[config.mk]
export PLATFORM = sky130hd
export DESIGN_NAME = instr_fetch_unit
export DESIGN_NICKNAME = d
export VERILOG_FILES = /design/src/rtl/instr_fetch_unit_pkg.sv /design/src/rtl/instr_fetch_unit_slot.sv /design/src/rtl/instr_fetch_unit.sv
export SDC_FILE = /design/constraint.sdc
export NUM_CORES = 1
export LEC_CHECK = 0
export BUFFER_PORTS_ARGS = -buffer_cell sky130_fd_sc_hd__buf_4
export CAP_MARGIN = 20
export CORE_ASPECT_RATIO = 0.9
export CORE_MARGIN = 5
export CORE_UTILIZATION = 55
export CTS_BUF_LIST = sky130_fd_sc_hd__clkbuf_16
export DETAILED_ROUTE_END_ITERATION = 10
export GPL_TIMING_DRIVEN = 0
export PLACE_DENSITY = 0.85
export SLEW_MARGIN = 20
export SYNTH_ARGS = -nofsm -noshare
export SYNTH_HDL_FRONTEND = slang
export SYNTH_SLANG_ARGS = --single-unit
[constraint.sdc]
create_clock -name clk -period 3.5 [get_ports clk]
set_input_delay 0.525 -clock clk [delete_from_list [all_inputs] [get_ports clk]]
set_output_delay 0.525 -clock clk [all_outputs]
set_load 0.01 [all_outputs]
[src/rtl/instr_fetch_unit_pkg.sv]
// Shared constants and types for the instruction fetch stage.
// Imported by the fetch top and its buffer slot.
package instr_fetch_unit_pkg;

  localparam int ADDR_W  = 12;
  localparam int INSTR_W = 16;
  localparam int OPC_MSB = 15;
  localparam int OPC_LSB = 12;

  typedef enum logic [1:0] {
    IDLE,
    BUSY,
    STALE
  } fetch_state_t;

  function automatic logic [3:0] opcode_of(
    input logic [INSTR_W-1:0] i
  );
    return i[OPC_MSB:OPC_LSB];
  endfunction

endpackage

[src/rtl/instr_fetch_unit_slot.sv]
// One instruction holding register: valid bit, data and PC.
// Used for both the instruction register and the prefetch buffer.
module fetch_buf_slot
  import instr_fetch_unit_pkg::*;
#(
  parameter int AW = ADDR_W,
  parameter int DW = INSTR_W
) (
  input  logic          clk,
  input  logic          rst,
  input  logic          load,
  input  logic          clear,
  input  logic [DW-1:0] load_data,
  input  logic [AW-1:0] load_pc,
  output logic          valid,
  output logic [DW-1:0] data,
  output logic [AW-1:0] pc
);

  // clear drops only the valid bit so data holds for observers
  always_ff @(posedge clk or posedge rst) begin
    if (rst) begin
      valid <= 1'b0;
      data  <= '0;
      pc    <= '0;
    end else if (load) begin
      valid <= 1'b1;
      data  <= load_data;
      pc    <= load_pc;
    end else if (clear) begin
      valid <= 1'b0;
    end
  end

endmodule

[src/rtl/instr_fetch_unit.sv]
// Fetch stage: imem req/ack master, instruction register and
// one-entry prefetch buffer, with redirect on retirement.
module instr_fetch_unit #(
  parameter int ADDR_W  = instr_fetch_unit_pkg::ADDR_W,
  parameter int INSTR_W = instr_fetch_unit_pkg::INSTR_W,
  parameter logic [ADDR_W-1:0] RESET_PC = '0
) (
  input  logic               clk,
  input  logic               rst,
  output logic               imem_req,
  output logic [ADDR_W-1:0]  imem_addr,
  input  logic               imem_ack,
  input  logic [INSTR_W-1:0] imem_rdata,
  output logic [INSTR_W-1:0] instr,
  output logic               instr_valid,
  output logic [ADDR_W-1:0]  instr_pc,
  input  logic               instr_ready,
  input  logic               redirect,
  input  logic [ADDR_W-1:0]  redirect_pc
);

  import instr_fetch_unit_pkg::*;

  fetch_state_t state, state_nxt;

  logic [ADDR_W-1:0]  fa, fa_nxt;
  logic [ADDR_W-1:0]  addr, addr_nxt;
  logic               ir_valid, pb_valid;
  logic [INSTR_W-1:0] ir_data, pb_data;
  logic [ADDR_W-1:0]  ir_pc, pb_pc;
  logic               retire, redir, ack_keep;
  logic               ir_load, ir_clear;
  logic               pb_load, pb_clear;
  logic               pb_valid_nxt, issue;
  logic [INSTR_W-1:0] ir_load_data;
  logic [ADDR_W-1:0]  ir_load_pc;

  assign retire   = ir_valid & instr_ready;
  assign redir    = retire & redirect;
  assign ack_keep = (state == BUSY) & imem_ack & ~redir;

  // IR is refilled from PB first so program order holds
  always_comb begin
    ir_load      = 1'b0;
    ir_clear     = 1'b0;
    pb_load      = 1'b0;
    pb_clear     = 1'b0;
    ir_load_data = imem_rdata;
    ir_load_pc   = addr;
    if (redir) begin
      ir_clear = 1'b1;
      pb_clear = 1'b1;
    end else if (retire) begin
      if (pb_valid) begin
        ir_load      = 1'b1;
        ir_load_data = pb_data;
        ir_load_pc   = pb_pc;
        pb_load      = ack_keep;
        pb_clear     = ~ack_keep;
      end else if (ack_keep) begin
        ir_load = 1'b1;
      end else begin
        ir_clear = 1'b1;
      end
    end else if (ack_keep) begin
      if (ir_valid) pb_load = 1'b1;
      else          ir_load = 1'b1;
    end
  end

  assign pb_valid_nxt = pb_load | (pb_valid & ~pb_clear);

  always_comb begin
    fa_nxt = fa;
    if (redir)         fa_nxt = redirect_pc;
    else if (ack_keep) fa_nxt = fa + ADDR_W'(1);
  end

  always_comb begin
    state_nxt = state;
    addr_nxt  = addr;
    issue     = 1'b0;
    unique case (state)
      IDLE: issue = ~pb_valid_nxt;
      BUSY: begin
        if (imem_ack) begin
          issue = ~pb_valid_nxt;
          if (pb_valid_nxt) state_nxt = IDLE;
        end else if (redir) begin
          state_nxt = STALE;
        end
      end
      STALE: if (imem_ack) state_nxt = IDLE;
      default: state_nxt = IDLE;
    endcase
    if (issue) begin
      state_nxt = BUSY;
      addr_nxt  = fa_nxt;
    end
  end

  always_ff @(posedge clk or posedge rst) begin
    if (rst) begin
      state <= IDLE;
      fa    <= RESET_PC;
      addr  <= RESET_PC;
    end else begin
      state <= state_nxt;
      fa    <= fa_nxt;
      addr  <= addr_nxt;
    end
  end

  fetch_buf_slot #(.AW(ADDR_W), .DW(INSTR_W)) u_ir (
    .clk       (clk),
    .rst       (rst),
    .load      (ir_load),
    .clear     (ir_clear),
    .load_data (ir_load_data),
    .load_pc   (ir_load_pc),
    .valid     (ir_valid),
    .data      (ir_data),
    .pc        (ir_pc)
  );

  fetch_buf_slot #(.AW(ADDR_W), .DW(INSTR_W)) u_pb (
    .clk       (clk),
    .rst       (rst),
    .load      (pb_load),
    .clear     (pb_clear),
    .load_data (imem_rdata),
    .load_pc   (addr),
    .valid     (pb_valid),
    .data      (pb_data),
    .pc        (pb_pc)
  );

  assign imem_req    = (state != IDLE);
  assign imem_addr   = addr;
  assign instr       = ir_data;
  assign instr_valid = ir_valid;
  assign instr_pc    = ir_pc;

endmodule
==> key figures <==
STA
  – Final Hold Vio Count: 0
  – Setup WS post-layout: 1440 ps
  – Slew HR: 59.0%
  – Pins Over Slew Limit: 0
  – Clock Skew: 3.87 ps
  – Final period util: 58.8%
  – Final period demand of the worst path: 2060 ps
  – Tightest Pin Transition: 613 ps
  – Fmax: 486 MHz
  – WHS: 219 ps
  – Final setup viols: 0
  – RSZ-0062 raised after global routing: no

Critical path
  – Critical path cell sequence: clkbuf_1 -> or2_2 -> buf_4
  – CP max FO: 10
  – Required @ worst endpoint: 2970 ps
  – R2R depth: 4
  – Worst r2r src: state[1]
  – Register-to-register setup slack: 1470 ps
  – Critical path arrival: 1530 ps
  – CP startpoint kind: register
  – WS Path Type: register to output pin
  – CP endpoint kind: output pin
  – Worst r2r dst: u_pb.data[3]
  – Worst path slowest cell: dfrtp_1
  – CP peak stage delay: 430 ps

Synth
  – Synth Area per Inst: 11.4 µm²
  – Yosys reg bits: 84
  – Main area contributors after synthesis: dfrtp_1 (54%), mux2_2 (10%), mux2i_1 (7.2%)
  – Mapped Cells: 340
  – Mapped Nets: 374
  – Ys Warns: 0
  – Number of synthesized flops with an enable pin: 0
  – Ys async rst share: 100%
  – Count leader, synth: dfrtp_1
  – Mapped Area: 3890 µm²
  – Sequential share of the synthesized area: 54.1%
  – Most used DFF post-synth: dfrtp_1
  – Post-synth top area share: 54.1%
  – Post-synth top cells: dfrtp_1 (84), nor2_1 (41), mux2_2 (35), a21oi_1 (34), mux2i_1 (28)
  – Synth unique cells: 49
  – Dominant cell type by area after synthesis: dfrtp_1

Detailed routing
  – Routed len/inst: 16.9 µm
  – Detailed Route WL: 8860 µm
  – Routed vias/inst: 5.71
  – DRC viols: 0
  – DRT iter0 DRCs: 111
  – Vias: 2988
  – Detail Route Antenna Nets: 0
  – DR pass1 iterations: 4

Die
  – Die X: 98.6 µm
  – Initial core utilization: 55.8%
  – Die Height: 89.8 µm
  – Core area: 6970 µm²
  – Die ar.: 8850 µm²
  – Ports: 75
  – Row Count: 29

Place
  – IO buf count: 73
  – Dpl cells: 507
  – Placer Congestion: 0.888
  – Detailed Place HPWL: 6180 µm
  – Setup WS pre-CTS: 1320 ps

Global route
  – Vias in the first global route: 3055
  – GRT Util Overall: 20.6%
  – First-pass GRT wire length: 14700 µm
  – Initial antenna violation count: 0
  – Remaining Overflow, GRT: 0
  – Largest net degree at the start of global routing: 50

Final layout
  – Final-layout fill cell count: 521
  – Final Util: 70.3%
  – N_diodes: 0
  – Share of cells above drive strength 1: 34.2%
  – Post-route non-filler standard cell count: 523
  – Area Overhead vs Synth: 26.0%
  – Final Net Count: 459

Power
  – Peak supply drop: 0.000573 V
  – Leakage: 2.30 nW
  – Pwr dens: 954 nW/µm²
  – Final Total Pwr: 4.67 mW

Outcome
  – Status: completed

Clock tree
  – CTS Buf Count: 9
  – Worst skew pair latency: 330 ps
  – CTS Root Cell: clkbuf_16
  – Clk sinks: 84
  – TritonCTS clock tree: built
  – CTS H-tree depth: 3
  – Hold Buf Count CTS: 0
  – Post-cts resize count: 0
  – Clk slew on worst S/H paths: 60 ps
  – Post-CTS Setup Bufs: 0
  – Clk buf depth: 2

Flow run
  – Max Cap Violations: 0

Min path
  – Worst min-delay path category: input pin to asynchronous set/reset pin
cell type report:
type                       instances  area (µm²)  share of cell area (%)
buffer                            20         128                    2.61
clock buffer                       9         225                    4.60
clock inverter                     7        91.3                    1.86
inverter                           7        28.8                   0.587
multi-input combinational        229        1630                    33.3
sequential                        84        2100                    42.9
tap                               93         116                    2.38
timing repair buffer              74         576                    11.7
report_power, final:
part / switching [mW] / leakage (nW) / total, mW / internal [mW]
clock network: 0.378 / 0.151 / 1.00 / 0.622
logic: 0.931 / 1.20 / 1.86 / 0.933
registers: 0.352 / 0.953 / 1.81 / 1.46
total: 1.66 / 2.30 / 4.67 / 3.01
per-stage QoR:
| step | TNS [ps] | area, µm² |
|---|---|---|
| floorplan | 0 | 3890 |
| global placement | -6160 | 4550 |
| detailed placement | 0 | 4580 |
| CTS | 0 | 4900 |
| global route | 0 | 4900 |
| finish | 0 | 4900 |
kinds of logic (layout without fill, tap and decap cells):
kind of cell | count (synthesis) | after routing | share of synthesized area (%)
fa+ha+maj | 1 | 1 | 0.322
mux | 65 | 65 | 18.0
flops | 84 | 84 | 54.1
buf+inv | 27 | 117 | 3.96
xor+xnor | 5 | 5 | 1.13
simple gates | 87 | 87 | 11.6
compound gates | 71 | 71 | 10.9
sequential cells by signal, summed over array words and instances, names as in the netlist:
name	cells
imem_addr	12
u_ir.valid	1
u_pb.pc	12
u_ir.pc	12
state	2
u_pb.valid	1
fa	12
u_ir.data	16
u_pb.data	16
cell usage in the layout (no fill, tap or decap), types with 4 or more instances in the layout:
cell type   n
inv_1       7
nor2_1     41
o21ai_0    12
clkbuf_1    4
nand2_1    15
buf_4      76
buf_2       9
xnor2_1     4
clkbuf_16   9
a21oi_1    34
a31oi_1     8
nand3_1     4
or3_1       4
buf_6       4
mux2i_1    28
dfrtp_1    84
mux2_2     35
critical path, delay by kind of cell, from the launching register on:
family                 cells  cell delay (ps)
buffers and inverters      2              410
AND/OR/NAND/NOR            1              360
flip-flops                 1              430
per-layer routing:
metal	global-route usage [%]	part of all wire, %	vias to the layer above
met2	33.7	50	99
li1	-	-	1385
met3	6.27	5.5	14
met4	7.51	1.7	0
met1	26.0	42	1490
met5	0	0	-
worst max-delay path by stage:
| stage | startpoint | to | cells past startpoint | slack (ps) |
|---|---|---|---|---|
| floorplan | rst | fa[0] | 1 | 810 |
| global placement | rst | imem_addr[10] | 2 | -80 |
| detailed placement | redirect | u_pb.pc[0] | 6 | 1320 |
| CTS | state[1] | imem_req | 3 | 1450 |
| global route | state[1] | imem_req | 3 | 1390 |
| finish | state[1] | imem_req | 3 | 1440 |
No activity file was read; power rests on OpenSTA's default activity.
